==> src/rtl/seq_counter_pkg.sv <==
// Shared definitions for the programmable sequence counter: direction encoding
// and the clamp applied to firmware-written last-index values.
package seq_counter_pkg;

  localparam logic DIR_FWD = 1'b0;
  localparam logic DIR_BWD = 1'b1;

  // Out-of-range last indices saturate to the final table entry.
  function automatic int unsigned clamp_last(input int unsigned data,
                                             input int unsigned depth);
    return (data >= depth) ? depth - 1 : data;
  endfunction

endpackage

==> src/rtl/seq_table.sv <==
// DEPTH x WIDTH sequence table: resets to the identity pattern, one guarded
// write port, one asynchronous read port.
module seq_table #(
  parameter int WIDTH = 4,
  parameter int DEPTH = 16,
  localparam int AW   = $clog2(DEPTH)
) (
  input  logic             clk,
  input  logic             reset,
  input  logic             we,
  input  logic [AW-1:0]    waddr,
  input  logic [WIDTH-1:0] wdata,
  input  logic [AW-1:0]    raddr,
  output logic [WIDTH-1:0] rdata
);

  logic [WIDTH-1:0] mem [DEPTH];
  logic             waddr_ok;

  // Only matters when DEPTH is not a power of two.
  assign waddr_ok = 32'(waddr) < 32'(DEPTH);

  always_ff @(posedge clk) begin
    if (reset) begin
      for (int i = 0; i < DEPTH; i++) begin
        mem[i] <= WIDTH'(i);
      end
    end else if (we && waddr_ok) begin
      mem[waddr] <= wdata;
    end
  end

  assign rdata = mem[raddr];

endmodule

==> src/rtl/programmable_sequence_counter.sv <==
// Steps through a run-time programmable table of values, forward or backward,
// with a programmable sequence length and a one-cycle wrap pulse.
module programmable_sequence_counter
  import seq_counter_pkg::*;
#(
  parameter int WIDTH = 4,
  parameter int DEPTH = 16,
  localparam int AW   = $clog2(DEPTH)
) (
  input  logic             clk,
  input  logic             reset,
  input  logic             en,
  input  logic             dir,
  input  logic             tbl_we,
  input  logic [AW-1:0]    tbl_addr,
  input  logic [WIDTH-1:0] tbl_data,
  input  logic             last_we,
  input  logic [AW-1:0]    last_data,
  output logic [WIDTH-1:0] count,
  output logic [AW-1:0]    idx,
  output logic             wrap
);

  logic [AW-1:0]    last;
  logic [AW-1:0]    last_new;
  logic [AW-1:0]    idx_nxt;
  logic             wrap_nxt;
  logic [WIDTH-1:0] rd_data;
  logic [WIDTH-1:0] count_nxt;

  assign last_new = AW'(clamp_last(32'(last_data), 32'(DEPTH)));

  seq_table #(
    .WIDTH (WIDTH),
    .DEPTH (DEPTH)
  ) u_table (
    .clk   (clk),
    .reset (reset),
    .we    (tbl_we),
    .waddr (tbl_addr),
    .wdata (tbl_data),
    .raddr (idx_nxt),
    .rdata (rd_data)
  );

  // No handshake: every cycle with en=1 is exactly one step; the step always
  // uses the registered last, so a same-cycle last_we only affects later steps.
  always_comb begin
    idx_nxt  = idx;
    wrap_nxt = 1'b0;
    if (en) begin
      if (dir == DIR_FWD) begin
        if (idx >= last) begin
          idx_nxt  = '0;
          wrap_nxt = 1'b1;
        end else begin
          idx_nxt = idx + AW'(1);
        end
      end else begin
        if (idx == '0) begin
          idx_nxt  = last;
          wrap_nxt = 1'b1;
        end else if (idx > last) begin
          idx_nxt = last;
        end else begin
          idx_nxt = idx - AW'(1);
        end
      end
    end
  end

  // Forward a same-cycle write so count always mirrors the table at idx.
  assign count_nxt = (tbl_we && (tbl_addr == idx_nxt)) ? tbl_data : rd_data;

  always_ff @(posedge clk) begin
    if (reset) begin
      last  <= AW'(DEPTH - 1);
      idx   <= '0;
      count <= '0;
      wrap  <= 1'b0;
    end else begin
      if (last_we) begin
        last <= last_new;
      end
      idx   <= idx_nxt;
      count <= count_nxt;
      wrap  <= wrap_nxt;
    end
  end

endmodule

==> config.mk <==
export PLATFORM = sky130hd
export DESIGN_NAME = programmable_sequence_counter
export DESIGN_NICKNAME = d
export VERILOG_FILES = /design/src/rtl/seq_counter_pkg.sv /design/src/rtl/seq_table.sv /design/src/rtl/programmable_sequence_counter.sv
export SDC_FILE = /design/constraint.sdc
export NUM_CORES = 1
export LEC_CHECK = 0
export ABC_AREA = 1
export ABC_CLOCK_PERIOD_IN_PS = 2800
export BUFFER_PORTS_ARGS = -buffer_cell sky130_fd_sc_hd__buf_2
export CORE_MARGIN = 4
export CORE_UTILIZATION = 55
export DETAILED_ROUTE_END_ITERATION = 8
export PLACE_DENSITY_LB_ADDON = 0.12
export SLEW_MARGIN = 20
export SYNTH_ARGS = -nofsm -noshare
export SYNTH_HDL_FRONTEND = slang
export SYNTH_SLANG_ARGS = --single-unit
==> constraint.sdc <==
create_clock -name clk -period 2.8 [get_ports clk]
set_clock_uncertainty 0.05 [all_clocks]
set_input_delay 0.56 -clock clk [delete_from_list [all_inputs] [get_ports clk]]
set_output_delay 0.56 -clock clk [all_outputs]
set_load 0.05 [all_outputs]
==> results.cfg, run 1 <==
[outcome]
status = complete, no violations

[min_path]
worstHoldStart = last_data[2]
min_path_cells = 3
min_to = last[2]
hold_class = input port to register

[sta]
rsz0062_at_grt = false
finalHoldWorstSlack_ns = 0.363
drv_slew = 0
setup-tns-final_ns = 0
maxSlewHeadroom_pct = 55.4
hold_viol_final = 0
timing.fmax_mhz = 395
finalSetupViolCount = 0
fin_crit_ns = 2.53
worst_slack_ns = 0.267
tightest_slew_ns = 0.665
fin_crit_sh_pct = 90.4

[global_routing]
grt_pass1_wl_um = 15600
gr-usage-all-layers_pct = 22.7
grt-ovfl-total = 0
grt_pass1_vias = 3281
grt_max_degree = 35
antenna_found_initial = 0

[job]
drv_cap = 0

[power]
clkPwrFrac_pct = 33.5
power_leakage_nw = 2.16
netSwitchingPower_mw = 0.903
vdd_drop_max_uv = 329
p_sw_share_pct = 30.0
comb_power_share_pct = 22.0
power.density_nw_per_um2 = 635
p_int_mw = 2.11
p_total_mw = 3.01
power_frac_seq_pct = 44.5

[drt]
first_iter_violations = 257
drc_errors = 0
postRouteAntennaNets = 0
via_per_inst = 5.34
route.vias.total = 3491
firstDrtPassIters = 5
wl_um = 9770
route.detailed.wl_per_inst_um = 14.9

[place]
dpl-instance-area_um2 = 4490
gp_congestion = 0.892
port_buffers = 26
placed_cells_incl_taps = 636
dp_hpwl_um = 6900
pre_cts_ws_ns = 0.237

[setup_path]
worstPathRequired_ns = 3.01
critical_path.top_delay_family = simple AND/OR/NAND/NOR gates
reg2reg_depth = 19
crit_fanout = 34
rrSetupSlack_ns = 0.27
worstSetupEndpointType = register
cpMostUsedCell = nand2_1
max_stage_delay_ns = 0.35
worstPathArrival_ns = 2.74
rr_startpoint = last[1]
cp_slowest_cell = dfxtp_1
crit_buf_inv = 3
worstSetupPathType = register to register
crit_chain = inv_1 > ha_1 > nand2_1 > nand2_1 > nand2_2 > nand2_1 > nand2_2 > nand2_4 > nand2_1 > nand3_2 > nand2_4 > buf_4 > nand3_1 > nand3_2 > nor2_4 > nand2_1 > nand3_1 > nand2_1 > inv_1
startpoint_type = register
r2r-end = count[1]

[synth]
yosysSeqAreaShare_pct = 50.9
synth-warning-count = 0
synth-seq-cells = 77
postSynthAreaPerCell_um2 = 8.19
synth_top_area_cell = edfxtp_1
syn_area_um2 = 4290
synth_nets = 547
netlist_top_cells_area = edfxtp_1, nand3_1, nand2_1
synth_cell_types = 31
synth_cells = 523
synth_top_area_share_pct = 44.8

[clocking]
htreeDepth = 3
ctsHoldBuffers = 0
path_clk_slew_ns = 0.08
clockBufferDepth = 2
cts_tree = built
cts.sinks = 77
numCtsBuffers = 9
clock_latency_ns = 0.35
cts_root_buffer = clkbuf_8

[finish]
drive_above_1_share_pct = 12.8
synthToLayoutAreaGrowth_pct = 10.7
diodes = 0
regArea_um2 = 2180
final_nets = 574
final_area_um2 = 4750
final_cells = 654
multi_input_area_um2 = 1620
fillers = 647
post-route-util_pct = 64.1

[floorplan]
dieArea_um2 = 9270
io_pins = 27
fp.dieH_um = 96.3
fp.coreArea_um2 = 7410
num_rows = 31
chipWidth_um = 96.3
initial_core_util_pct = 57.8
==> synthesized netlist by cell type (all sizes together) <==
library cell	n
o21ai	9
o21a	1
nand4	3
nor2	58
a211oi	1
nand3b	17
nand2	117
a21oi	12
ha	6
nand3	93
dfxtp	13
inv	100
nor3	3
edfxtp	64
clkinv	4
xor2	1
clkbuf	10
buf	8
o31ai	1
xnor2	2
==> power by group through the flow <==
stage	registers (mW)	logic [mW]	clock network [mW]
after CTS	1.34	0.651	1.01
final	1.34	0.663	1.01
after detailed placement	1.37	0.648	0
after floorplan	1.43	0.436	0
after global routing	1.35	0.736	1.07
after global placement	1.37	0.640	0
==> state kept, by name, indices dropped and copies added, names as in the netlist <==
signal / flops
count: 4
idx: 4
u_table.mem: 64
wrap: 1
last: 4
==> what timing repair did <==
| item | CTS | global route |
|---|---|---|
| buffers inserted | 0 | 2 |
| resized for setup | 0 | 1 |
| endpoints found under the setup margin | 0 | 4 |
==> per-layer routing <==
layer  part of all wire [%]  GRT usage, %
met1                     41          29.3
met2                     49          37.1
met3                    8.0          4.61
met4                    1.8          9.60
met5                      0             0
==> cells by family (layout without fill, tap and decap cells) <==
kind of cell	count (synthesis)	after routing	share of synthesized area (%)
flops	77	77	50.9
simple gates	291	291	31.9
xor+xnor	3	3	0.613
compound gates	24	24	3.42
buf+inv	122	154	11.4
fa+ha+maj	6	6	1.75
==> layout make-up <==
class	instances	share of cell area, %
Clock inverter	6	2.32
Tap cell	99	2.61
Clock buffer	10	2.69
Timing Repair Buffer	34	4.01
Inverter	104	8.23
Sequential cell	77	46.0
Multi-Input combinational cell	324	34.2
==> worst min-delay path: cells and delay by family <==
kind | cells | cell delay, ns
AOI/OAI and AO/OA | 2 | 0.10
buffers and inverters | 1 | 0.07
==> cell usage in the layout, fill, tap and decap left out, drive strengths merged <==
cell type | netlist | routed
nand2 | 117 | 117
inv | 100 | 101
nand3 | 93 | 93
edfxtp | 64 | 64
nor2 | 58 | 58
buf | 8 | 34
nand3b | 17 | 17
dfxtp | 13 | 13
a21oi | 12 | 12
clkbuf | 10 | 10
o21ai | 9 | 9
ha | 6 | 6
clkinv | 4 | 5
nor3 | 3 | 3
nand4 | 3 | 3
bufinv | 0 | 3
xnor2 | 2 | 2
o21a | 1 | 1
xor2 | 1 | 1
o31ai | 1 | 1
a211oi | 1 | 1
clkinvlp | 0 | 1
==> worst max-delay path by stage <==
stage	from	to	slack, ns	cells past startpoint
2_1_floorplan	idx[2]	count[0]	0.32	18
3_3_place_gp	idx[0]	count[1]	0.25	14
3_5_place_dp	idx[0]	count[1]	0.24	14
4_1_cts	idx[0]	count[1]	0.23	14
5_1_grt	idx[0]	count[2]	0.004	20
6_report	last[1]	count[1]	0.27	19
No activity file was read; power rests on OpenSTA's default activity.
==> run 2, diff against run 1 <==
- CORE_UTILIZATION: 55 -> 30
- GPL_ROUTABILITY_DRIVEN: default -> 0
==> results.cfg, run 2 (synthesized netlist as in run 1, its figures left out) <==
[outcome]
status = complete, no violations

[global_routing]
grt_pass1_wl_um = 18100
antenna_found_initial = 0
grt_pass1_vias = 3508
gr-usage-all-layers_pct = 14.4
grt-ovfl-total = 0
grt_max_degree = 35

[sta]
fin_crit_ns = 2.55
rsz0062_at_grt = false
fin_crit_sh_pct = 90.9
drv_slew = 0
worst_slack_ns = 0.254
timing.fmax_mhz = 393
finalSetupViolCount = 0
hold_viol_final = 0
setup-tns-final_ns = 0
maxSlewHeadroom_pct = 64.4
tightest_slew_ns = 0.528

[setup_path]
worstSetupPathType = register to register
endpoint = count[2]
reg2reg_depth = 18
r2r-end = count[2]
worstPathRequired_ns = 2.99
rr_startpoint = last[1]
crit_path_start = last[1]
crit_fanout = 12
startpoint_type = register
worstSetupEndpointType = register
rrSetupSlack_ns = 0.25
worstPathArrival_ns = 2.74

[drt]
route.vias.total = 3409
wl_um = 11000
drc_errors = 0
via_per_inst = 4.63
route.detailed.wl_per_inst_um = 14.9
firstDrtPassIters = 4
first_iter_violations = 184
postRouteAntennaNets = 0

[place]
port_buffers = 26
dpl-instance-area_um2 = 4620
dp_hpwl_um = 7930
pre_cts_ws_ns = 0.179

[clocking]
numCtsBuffers = 9
cts.sinks = 77
clock_latency_ns = 0.34
cts_root_buffer = clkbuf_16
htreeDepth = 3
postCtsSetupRepairBufs = 0
ctsHoldBuffers = 0
cts_tree = built
path_clk_slew_ns = 0.06
clockBufferDepth = 2

[floorplan]
fp.coreArea_um2 = 13900
num_rows = 43
fp.dieH_um = 128
initial_core_util_pct = 30.8
dieArea_um2 = 16300
io_pins = 27
chipWidth_um = 128

[finish]
fillers = 1440
final_nets = 576
synthToLayoutAreaGrowth_pct = 14.5
multi_input_area_um2 = 1620
drive_above_1_share_pct = 12.4
largest_reg_flops = 64
final_area_um2 = 4910
regArea_um2 = 2180
diodes = 0
mostFrequentLayoutCells = nand2_1, inv_1, nand3_1, edfxtp_1, nor2_1
largest-register = u_table.mem
final_common_cell = nand2_1

[power]
power.density_nw_per_um2 = 642
vdd_drop_max_uv = 287
power_leakage_nw = 2.19
p_total_mw = 3.15

[min_path]
hold_class = input port to register

[job]
drv_cap = 0
run 2: cell types whose count changed in the layout (fill, tap and decap cells not counted), sizes merged:
| cell | delta |
|---|---|
| buf | +2 |
| bufinv | -2 |
| clkbuf | +4 |
| clkinvlp | -1 |
| inv | -1 |
run 2: stage by stage:
| step | utilization (%) | cells | hold WS, ns |
|---|---|---|---|
| finish | 35.2 | 737 | 0.383 |
| global route | 35.2 | 737 | 0.399 |
| CTS | 35.1 | 737 | 0.375 |
| detailed placement | 33.1 | 721 | 0.440 |
| global placement | 33.1 | 721 | 0.438 |
| floorplan | - | 523 | 0.397 |
run 2: final cells by class:
type	count	area share, %
flip-flops and latches	77	44.5
well taps	180	4.59
multi-input cells	324	33.1
clock inverters	2	0.689
repair buffers	36	4.26
clock buffers	14	4.97
inverters	104	7.96
run 2: metal layers:
metal,up-vias,track usage [%],wire length (um)
li1,1735,-,-
met3,19,2.88,430
met4,0,6.81,290
met2,59,24.4,5430
met1,1596,17.7,4860
met5,-,0,0
run 2: worst min path at each step:
| stage | cells after the start | start | slack (ns) | to |
|---|---|---|---|---|
| after floorplan | 2 | last[0] | 0.40 | last[0] |
| final | 3 | last_data[3] | 0.38 | last[3] |
| after detailed placement | 2 | last[0] | 0.44 | last[0] |
| after global placement | 2 | last[0] | 0.44 | last[0] |
| after CTS | 3 | last_data[2] | 0.38 | last[2] |
| after global routing | 3 | last_data[1] | 0.40 | last[1] |
run 2: report_power, final:
| group | internal, mW | switching (mW) |
|---|---|---|
| logic | 0.203 | 0.474 |
| registers | 1.32 | 0.0281 |
| clock network | 0.689 | 0.438 |
run 2: timing repair:
item	4_1_cts	5_1_grt
endpoints found under the setup margin	0	3
endpoints found under the hold margin	0	0
gates resized for setup	0	2
run 2: critical path, cell delays in order (launching register included):
cell and delay, ns:
dfxtp_1 0.36, inv_1 0.07, ha_1 0.30, nand2_1 0.08, nand2_1 0.06, nand2_2 0.08
nand2_1 0.06, nand2_2 0.10, nand2_4 0.08, nand2_2 0.07, nand3_2 0.10, a21oi_4 0.37
nand2_1 0.12, nand2_1 0.13, nor2_4 0.06, nand2_1 0.14, nand3_1 0.12, nand2_1 0.08
inv_1 0.03
